[src/rtl/serial_pkg.sv]
// Shared definitions for the serial work-loading path: bit-period helper,
// byte receiver state encoding and the default work frame length.
package serial_pkg;

  // Default getwork frame: 76-byte header, 4-byte nonce, 4-byte target.
  localparam int WORK_FRAME_BYTES = 84;

  // Byte receiver states.
  typedef enum logic [1:0] {
    IDLE  = 2'd0,
    START = 2'd1,
    DATA  = 2'd2,
    STOP  = 2'd3
  } rx_state_t;

  // Clock cycles per serial bit, rounded to nearest.
  function automatic int bit_cycles(input int freq, input int baud);
    return (freq + baud / 2) / baud;
  endfunction

endpackage

[src/rtl/uart_rx_byte.sv]
// 8N1 byte receiver: two-flop input synchroniser, byte FSM and bit-period
// counter. Exposes its FSM state on the state output.
//
// Strobe semantics: byte_valid and stop_err are single-cycle strobes with no
// ready/back-pressure. byte_data is the value to take in the byte_valid
// cycle; the consumer must capture it then. They are decoded in the stop
// sample cycle, so a registered consumer updates on the following cycle.
module uart_rx_byte
  import serial_pkg::*;
#(
  parameter int BIT_CYCLES = 9
) (
  input  logic       clk,
  input  logic       rst_n,
  input  logic       rxd,
  output logic       byte_valid,
  output logic [7:0] byte_data,
  output logic       stop_err,
  output rx_state_t  state
);

  localparam int CNT_W = $clog2(BIT_CYCLES + 1);
  localparam logic [CNT_W-1:0] HALF_LAST = CNT_W'(BIT_CYCLES / 2 - 1);
  localparam logic [CNT_W-1:0] BIT_LAST  = CNT_W'(BIT_CYCLES - 1);

  logic             rxd_meta_q;
  logic             rxd_s_q;
  rx_state_t        state_q, state_d;
  logic [CNT_W-1:0] cnt_q, cnt_d;
  logic [2:0]       bit_idx_q, bit_idx_d;
  logic [7:0]       shift_q, shift_d;

  // Next-state, sample timing and strobe decode for the byte FSM.
  always_comb begin
    state_d    = state_q;
    cnt_d      = cnt_q;
    bit_idx_d  = bit_idx_q;
    shift_d    = shift_q;
    byte_valid = 1'b0;
    stop_err   = 1'b0;
    case (state_q)
      IDLE: begin
        if (!rxd_s_q) begin
          state_d = START;
          cnt_d   = '0;
        end
      end
      START: begin
        if (cnt_q == HALF_LAST) begin
          cnt_d     = '0;
          bit_idx_d = 3'd0;
          // A line already back high at mid start bit is a glitch.
          state_d   = rxd_s_q ? IDLE : DATA;
        end else begin
          cnt_d = cnt_q + CNT_W'(1);
        end
      end
      DATA: begin
        if (cnt_q == BIT_LAST) begin
          cnt_d   = '0;
          shift_d = {rxd_s_q, shift_q[7:1]};
          if (bit_idx_q == 3'd7) begin
            state_d = STOP;
          end else begin
            bit_idx_d = bit_idx_q + 3'd1;
          end
        end else begin
          cnt_d = cnt_q + CNT_W'(1);
        end
      end
      STOP: begin
        if (cnt_q == BIT_LAST) begin
          cnt_d   = '0;
          // Return to IDLE straight away so a start bit following the
          // stop sample with no idle time is still caught.
          state_d = IDLE;
          if (rxd_s_q) begin
            byte_valid = 1'b1;
          end else begin
            stop_err = 1'b1;
          end
        end else begin
          cnt_d = cnt_q + CNT_W'(1);
        end
      end
      default: state_d = IDLE;
    endcase
  end

  // Synchroniser and FSM registers; the line idles high out of reset.
  always_ff @(posedge clk or negedge rst_n) begin
    if (!rst_n) begin
      rxd_meta_q <= 1'b1;
      rxd_s_q    <= 1'b1;
      state_q    <= IDLE;
      cnt_q      <= '0;
      bit_idx_q  <= 3'd0;
      shift_q    <= 8'h00;
    end else begin
      rxd_meta_q <= rxd;
      rxd_s_q    <= rxd_meta_q;
      state_q    <= state_d;
      cnt_q      <= cnt_d;
      bit_idx_q  <= bit_idx_d;
      shift_q    <= shift_d;
    end
  end

  assign byte_data = shift_q;
  assign state     = state_q;

endmodule

[src/rtl/serial_work_rx.sv]
// Work frame receiver: assembles NUM_BYTES serial bytes into a frame and
// publishes it on work_data with a one-cycle rx_done strobe.
// Optional build macro SERIAL_WORK_RX_TIMEOUT_EN: an idle gap of
// TIMEOUT_BITS bit periods discards a partial frame so the next byte starts
// a fresh frame. Without it a partial frame is held until reset.
module serial_work_rx
  import serial_pkg::*;
#(
  parameter int comm_clk_frequency = 100_000_000,
  parameter int baud_rate          = 115_200,
  parameter int NUM_BYTES          = WORK_FRAME_BYTES,
  parameter int TIMEOUT_BITS       = 40
) (
  input  logic                   clk,
  input  logic                   rst_n,
  input  logic                   rxd,
  output logic [8*NUM_BYTES-1:0] work_data,
  output logic                   rx_done,
  output logic                   frame_err,
  output logic [6:0]             byte_count
);

  localparam int BIT_CYCLES = bit_cycles(comm_clk_frequency, baud_rate);
  localparam int FW         = 8 * NUM_BYTES;
  localparam logic [6:0] LAST_IDX = 7'(NUM_BYTES - 1);

  generate
    if (BIT_CYCLES < 4 || TIMEOUT_BITS < 1 || NUM_BYTES < 2 || NUM_BYTES > 128) begin : g_bad_cfg
      $error("serial_work_rx: BIT_CYCLES must be >= 4, TIMEOUT_BITS >= 1, NUM_BYTES 2..128");
    end
  endgenerate

  logic       byte_valid;
  logic [7:0] byte_data;
  logic       stop_err;
  rx_state_t  rx_state;

  uart_rx_byte #(
    .BIT_CYCLES (BIT_CYCLES)
  ) u_byte (
    .clk        (clk),
    .rst_n      (rst_n),
    .rxd        (rxd),
    .byte_valid (byte_valid),
    .byte_data  (byte_data),
    .stop_err   (stop_err),
    .state      (rx_state)
  );

  logic [FW-1:0] frame_q, frame_d;
  logic [FW-1:0] work_q, work_d;
  logic [6:0]    count_q, count_d;
  logic          rx_done_q, rx_done_d;
  logic          frame_err_q, frame_err_d;
  logic          timeout_hit;

`ifdef SERIAL_WORK_RX_TIMEOUT_EN
  localparam int TO_CYCLES = TIMEOUT_BITS * BIT_CYCLES;
  localparam int TO_W      = $clog2(TO_CYCLES + 1);

  logic [TO_W-1:0] idle_q, idle_d;
  logic            idle_run;

  // Idle gap counter: only meaningful while a partial frame is pending.
  always_comb begin
    idle_run    = (rx_state == IDLE) && (count_q != 7'd0);
    timeout_hit = idle_run && (idle_q == TO_W'(TO_CYCLES - 1));
    idle_d      = '0;
    if (idle_run && !timeout_hit) begin
      idle_d = idle_q + TO_W'(1);
    end
  end

  // Idle counter register.
  always_ff @(posedge clk or negedge rst_n) begin
    if (!rst_n) begin
      idle_q <= '0;
    end else begin
      idle_q <= idle_d;
    end
  end
`else
  logic unused_rx_state;
  assign unused_rx_state = ^rx_state;
  assign timeout_hit     = 1'b0;
`endif

  // Frame assembly: shift in accepted bytes, publish on the last one.
  always_comb begin
    frame_d     = frame_q;
    work_d      = work_q;
    count_d     = count_q;
    rx_done_d   = 1'b0;
    frame_err_d = stop_err;
    if (byte_valid) begin
      frame_d = {frame_q[FW-9:0], byte_data};
      if (count_q == LAST_IDX) begin
        work_d    = frame_d;
        count_d   = 7'd0;
        rx_done_d = 1'b1;
      end else begin
        count_d = count_q + 7'd1;
      end
    end else if (timeout_hit) begin
      frame_d = '0;
      count_d = 7'd0;
    end
  end

  // Frame, holding and strobe registers.
  always_ff @(posedge clk or negedge rst_n) begin
    if (!rst_n) begin
      frame_q     <= '0;
      work_q      <= '0;
      count_q     <= 7'd0;
      rx_done_q   <= 1'b0;
      frame_err_q <= 1'b0;
    end else begin
      frame_q     <= frame_d;
      work_q      <= work_d;
      count_q     <= count_d;
      rx_done_q   <= rx_done_d;
      frame_err_q <= frame_err_d;
    end
  end

  assign work_data  = work_q;
  assign rx_done    = rx_done_q;
  assign frame_err  = frame_err_q;
  assign byte_count = count_q;

endmodule

[config.mk]
export PLATFORM = sky130hd
export DESIGN_NAME = serial_work_rx
export DESIGN_NICKNAME = d
export VERILOG_FILES = /design/src/rtl/serial_pkg.sv /design/src/rtl/uart_rx_byte.sv /design/src/rtl/serial_work_rx.sv
export SDC_FILE = /design/constraint.sdc
export NUM_CORES = 2
export LEC_CHECK = 0
export ABC_AREA = 1
export CELL_PAD_IN_SITES_DETAIL_PLACEMENT = 0
export CELL_PAD_IN_SITES_GLOBAL_PLACEMENT = 1
export CORE_MARGIN = 2
export CORE_UTILIZATION = 46
export CTS_CLUSTER_DIAMETER = 100
export DETAILED_ROUTE_END_ITERATION = 16
export PLACE_DENSITY = 0.95
export SYNTH_ARGS = -nofsm -noshare
export SYNTH_HDL_FRONTEND = slang
export SYNTH_SLANG_ARGS = --single-unit
[constraint.sdc]
create_clock -name clk -period 2.7 [get_ports clk]
set_input_delay 0.27 -clock clk [delete_from_list [all_inputs] [get_ports clk]]
set_output_delay 0.27 -clock clk [all_outputs]
set_load 0.02 [all_outputs]
**Yosys cells after proc, flatten, opt, wreduce, memory -nomap -nowiden**

Index checks and enable logic that the tools add are counted.

- $mul: 0
- Reductions and logical operators: 7
- Equality and inequality tests: 13
- Multiplexer cells: 24
- Shifts and indexed selects: 0
- Magnitude comparators: 0
- Divide/modulo/power cells: 0
- Bitwise gates (word level): 0
- $add $sub $neg: 3

Operators by type and width:

| operator | number |
|---|---|
| $mux 10 | 3 |
| $pmux 10 s3 | 1 |
| $mux 2 | 6 |
| $add 10x1->10 const B | 1 |
| $eq 10x10->1 const B | 1 |
| $eq 10x9->1 const B | 1 |
| $mux 3 | 3 |
| $mux 1 | 8 |
| $ne 2x1->1 const B | 4 |
| $pmux 2 s4 | 1 |
| $add 7x1->7 const B | 1 |
| $eq 7x7->1 const B | 1 |
| $mux 7 | 1 |
| $pmux 3 s2 | 1 |
| $reduce_and 5->1 | 1 |
| $eq 2x2->1 const B | 2 |
| $ne 2x2->1 const B | 2 |
| $reduce_and 2->1 | 2 |
| $reduce_and 4->1 | 1 |
| $add 3x1->3 const B | 1 |
| $eq 3x3->1 const B | 1 |
| $eq 2x1->1 const B | 1 |
| $logic_not 2->1 | 1 |
| $reduce_bool 2->1 | 1 |
| $reduce_or 2->1 | 1 |

- Memories kept: 0
- Bits in read-only memories: 0
- Input bits: 3
- Logic and storage cells: 58
- Bits in writable memories: 0
- Bits in latches: 0
- Register bits after elaboration: 1,370
- Output and inout port bits: 681

**Longest topological paths before layout**

- Depth in word-level cells: 4
- Mapped depth: 11
- Mapped depth without buffers: 11

**By module**

Synthesis repeated with hierarchy kept, for this count alone.

- Cell total of the unflattened synthesis: 5,679
- Area total of the unflattened synthesis: 53,495.1 sq um

Modules (own cells, without submodules):

| module | seq. area each (sq um) | instances | area each (sq um) | cells each |
|---|---|---|---|---|
| serial_work_rx | 33,657.3 | 1 | 52,215.1 | 5,517 |
| uart_rx_byte | 628.1 | 1 | 1,280.0 | 162 |

**Worst setup path before layout**

No wires, ideal clock.

- Path type: reg-to-reg
- Start: register count_q[0] (netlist: byte_count[0])
- End: register work_q[106] (netlist: work_data[106])
- Period minus slack after synthesis: 1,896 ps
- Data required time: 2,570 ps
- Path slack: 804 ps
- Cell stages (with the launch flop): 10
- Data arrival time: 1,766 ps
- Buffers on the path: 3
- Setup time: 130 ps
- Path through: dfrtp_1 ha_1 nand3_1 nor2_1 nand4_4 buf_6 buf_6 buf_4 nand2_1 o21ai_1

- Word-level cells in the longest chain between the ends: 2

Ends and longest elaborated chain:

| what | line | source |
|---|---|---|
| start, declared | serial_work_rx.sv:52 | `logic [6:0] count_q, count_d;` |
| start signal, assigned | serial_work_rx.sv:121 | `count_q <= count_d;` |
| $eq 7x7->1 | serial_work_rx.sv:97 | `if (count_q == LAST_IDX) begin` |
| $reduce_and 2->1 (no source line) | -- |  |
| end signal, assigned | serial_work_rx.sv:120 | `work_q <= work_d;` |
| end, declared | serial_work_rx.sv:51 | `logic [FW-1:0] work_q, work_d;` |

No other way between the ends.
A chain may end at the register's enable or synchronous reset.

**Final worst setup path**

- Start: register u_byte.cnt_q[0]
- End: register frame_q[280]

- Word-level cells in the longest chain between the ends: 3

Ends and longest elaborated chain:

| what | line | source |
|---|---|---|
| start, declared | uart_rx_byte.sv:29 | `logic [CNT_W-1:0] cnt_q, cnt_d;` |
| start signal, assigned | uart_rx_byte.sv:103 | `cnt_q <= cnt_d;` |
| $eq 10x10->1 | uart_rx_byte.sv:72 | `if (cnt_q == BIT_LAST) begin` |
| $mux 1 | uart_rx_byte.sv:72 |  |
| $mux 1 | uart_rx_byte.sv:41 | `case (state_q)` |
| end signal, assigned | serial_work_rx.sv:119 | `frame_q <= frame_d;` |
| end, declared | serial_work_rx.sv:50 | `logic [FW-1:0] frame_q, frame_d;` |

No other way between the ends.

==> out/metrics.cfg <==
[power]
total_power_uw = 40500
ir_worst_vdd_mv = 0.491
powerDensity_nw_per_um2 = 624
p_leak_uw = 0.0274

[die]
num_rows = 123
die_h_um = 342
ios = 684
core_sq_um = 113000
initial_utilization_pct = 46.5
die_w_um = 342
die_area_sq_um = 117000

[routing]
vias = 36927
drtIter0Drc = 3155
final_antenna_net_count = 0
first_pass_iters = 5
wl_per_cell_um = 17.8
top_layer_used = met4
wl_met2_um = 62100
viasPerCell = 4.99
wl_um = 132000
post-route-drc-count = 0
wl_met1_um = 55200
dr_wl_met3_um = 8560

[yosys]
yosys.area.top_type = dfrtp_1
synth-seq-cells = 1370
syn-mean-instance-area_sq_um = 10.1
netlist_top_cells_area = dfrtp_1 65%, nand2_1 10%, o21ai_1 8.2%, o21ai_2 5.0%, inv_1 4.9%
synth_edf_count = 0
yosysMostFrequentCell = nand2_1
netlist_area_sq_um = 52400
synthFlopType = dfrtp_1
postSynthCellCount = 5186
synth_commonest_cells = 1,413 x nand2_1, 1,368 x dfrtp_1, 860 x o21ai_1
post_synth_num_cell_types = 28
synthArstFlopShare_pct = 100
ys_seq_area_share_pct = 65.4
synth_top_area_share_pct = 65.3
ys_warn_count = 0
syn-num-nets = 5194

[placed_design]
hpwlAfterDp_um = 90900
gp_congestion = 0.854
dp.cells = 7151
placed_cell_area_sq_um = 60200
io_buffers = 683

[timing]
fmax_ghz = 0.396
finalSetupTns_ns = 0
relSlewSlack_pct = 36.3
period_share_pct = 93.6
fin_crit_ns = 2.53
slew_violations = 0
hold_ws_ns = 0.141
skew_ns = 0.0296
rsz0062_at_grt = no
hold_viol = 0
worst_pin_slew_ns = 0.955
setup_viol = 0

[clock_network]
cts_buffers = 140
cts_tree = done
clock_path_buffers = 3
clkLatencyLatePin_ns = 0.73
cts_root_buf = clkbuf_16
path_clk_slew_ns = 0.06
post_cts_buffers = 0
clock_sink_count = 1370
htree_levels = 4

[global_routing]
grt_antenna_before_repair = 3
grt_pass1_vias = 36695
grt_pass1_wl_um = 207000
grt_max_degree = 217
grt_overflow_total = 0
track_usage_pct = 22.6

[cells_and_area]
area_growth_pct = 23.8
fin_area_sq_um = 64900
num-fill-cells = 9212
finalNonFillerCells = 7401
diodes = 0
drive_above_1_share_pct = 10.5
final_net_count = 5803

[setup_path]
critPathMaxStageDelay_ns = 0.53
worst-path-buf-inv = 2
crit_fanout = 216
start_kind = flip-flop
worstPathCellList = ha_1 -> nand2_1 -> nor2_2 -> nand4_1 -> buf_12 -> buf_16 -> nand2_1 -> o21ai_1
required_ns = 3.32
end_kind = flip-flop
reg2regPathDepth = 8
timing.rr.end = frame_q[280]
cp_slowest_cell = buf_16
path_delay_family = buffers and inverters
r2r_start = u_byte.cnt_q[0]
critPathArrivalTime_ns = 3.15
critical_path_class = reg2reg
cp_common_cell = nand2_1
rrSetupSlack_ns = 0.17

[outcome]
status = finished, final reports clean

[flow_run]
cap_violations = 0

[hold_path]
hp-class = in2async

state kept, by name, summed over array words and instances (netlist names), 3 cells and up, named ones only:
name,cells
u_byte.bit_idx_q,3
u_byte.byte_data,8
byte_count,7
frame_q,664
u_byte.cnt_q,10
work_data,672
logic make-up after synthesis:
logic type / share of synthesized area, %
and+or+nand+nor: 10.6
buffers and inverters: 8.65
xor gates and xnor gates: 0.134
DFF: 65.4
adders and majority gates: 0.119
AOI/OAI and AO/OA: 15.1
power breakdown:
part,switching [uW],total (uW),internal (uW)
Combinational,408,475,66.6
Clock,8050,19500,11400
Sequential,2.44,20500,20500
Total,8460,40500,32000
cell usage in the layout, fill, tap and decap left out, types with 3 or more instances in the layout:
| cell type | Yosys | final |
|---|---|---|
| ha_1 | 5 | 5 |
| o21ai_0 | 192 | 192 |
| dfrtp_1 | 1368 | 1368 |
| nand3_1 | 16 | 16 |
| clkinv_8 | 0 | 3 |
| o21ai_2 | 300 | 300 |
| clkbuf_16 | 0 | 144 |
| o21ai_1 | 860 | 860 |
| inv_6 | 0 | 6 |
| a21oi_1 | 3 | 3 |
| buf_4 | 18 | 48 |
| nand4_1 | 6 | 6 |
| clkbuf_8 | 2 | 32 |
| clkinvlp_4 | 0 | 8 |
| inv_1 | 687 | 687 |
| nand2_1 | 1413 | 1413 |
| clkinv_2 | 0 | 23 |
| nor2_1 | 13 | 13 |
| xor2_1 | 6 | 6 |
| buf_12 | 0 | 30 |
| clkbuf_1 | 105 | 23 |
| inv_2 | 6 | 6 |
| clkdlybuf4s50_1 | 0 | 682 |
| bufinv_16 | 0 | 8 |
worst register-to-register path: cells and delay by family (launching register included):
| kind | cells | cell delay [ns] |
|---|---|---|
| simple gates | 4 | 0.65 |
| buf+inv | 2 | 0.93 |
| fa+ha+maj | 1 | 0.27 |
| flops | 1 | 0.42 |
| compound gates | 1 | 0.14 |
final cells by class:
type	instances	area, sq um	share of cell area [%]
Sequential cell	1370	34300	52.8
Inverter	693	2600	4.01
Multi-Input combinational cell	2825	13600	20.9
Clock inverter	49	526	0.810
Tap cell	1500	1880	2.89
Clock buffer	199	4130	6.37
Timing Repair Buffer	765	7870	12.1
worst max path at each step:
stage	from	end	slack (ns)	cells after the start
final	u_byte.cnt_q[0]	frame_q[280]	0.17	8
after global routing	u_byte.cnt_q[0]	frame_q[280]	0.05	8
after CTS	u_byte.cnt_q[0]	frame_q[107]	0.15	8
after detailed placement	u_byte.cnt_q[0]	frame_q[619]	0.16	7
after global placement	u_byte.cnt_q[0]	frame_q[108]	0.29	8
after floorplan	byte_count[0]	work_data[106]	0.80	9
repair_timing:
item                                   in CTS  in global routing
gates resized for setup                     0                  2
hold buffers                                2                  0
setup endpoints to repair                   0                 18
endpoints found under the hold margin     568                  0
through the flow:
stage / setup WS, ns / utilization (%)
finish: 0.172 / 57.5
global route: 0.0523 / 57.5
CTS: 0.150 / 57.5
detailed placement: 0.163 / 53.4
global placement: 0.287 / 53.4
floorplan: 0.804 / -
metal layers:
layer  vias to the layer above  track usage, %
li1                      17573               -
met1                     17947            30.4
met2                      1146            35.6
met3                       261            4.71
met4                         0            10.3
met5                         -               0
Note: power is estimated with default switching activity, not from simulation.
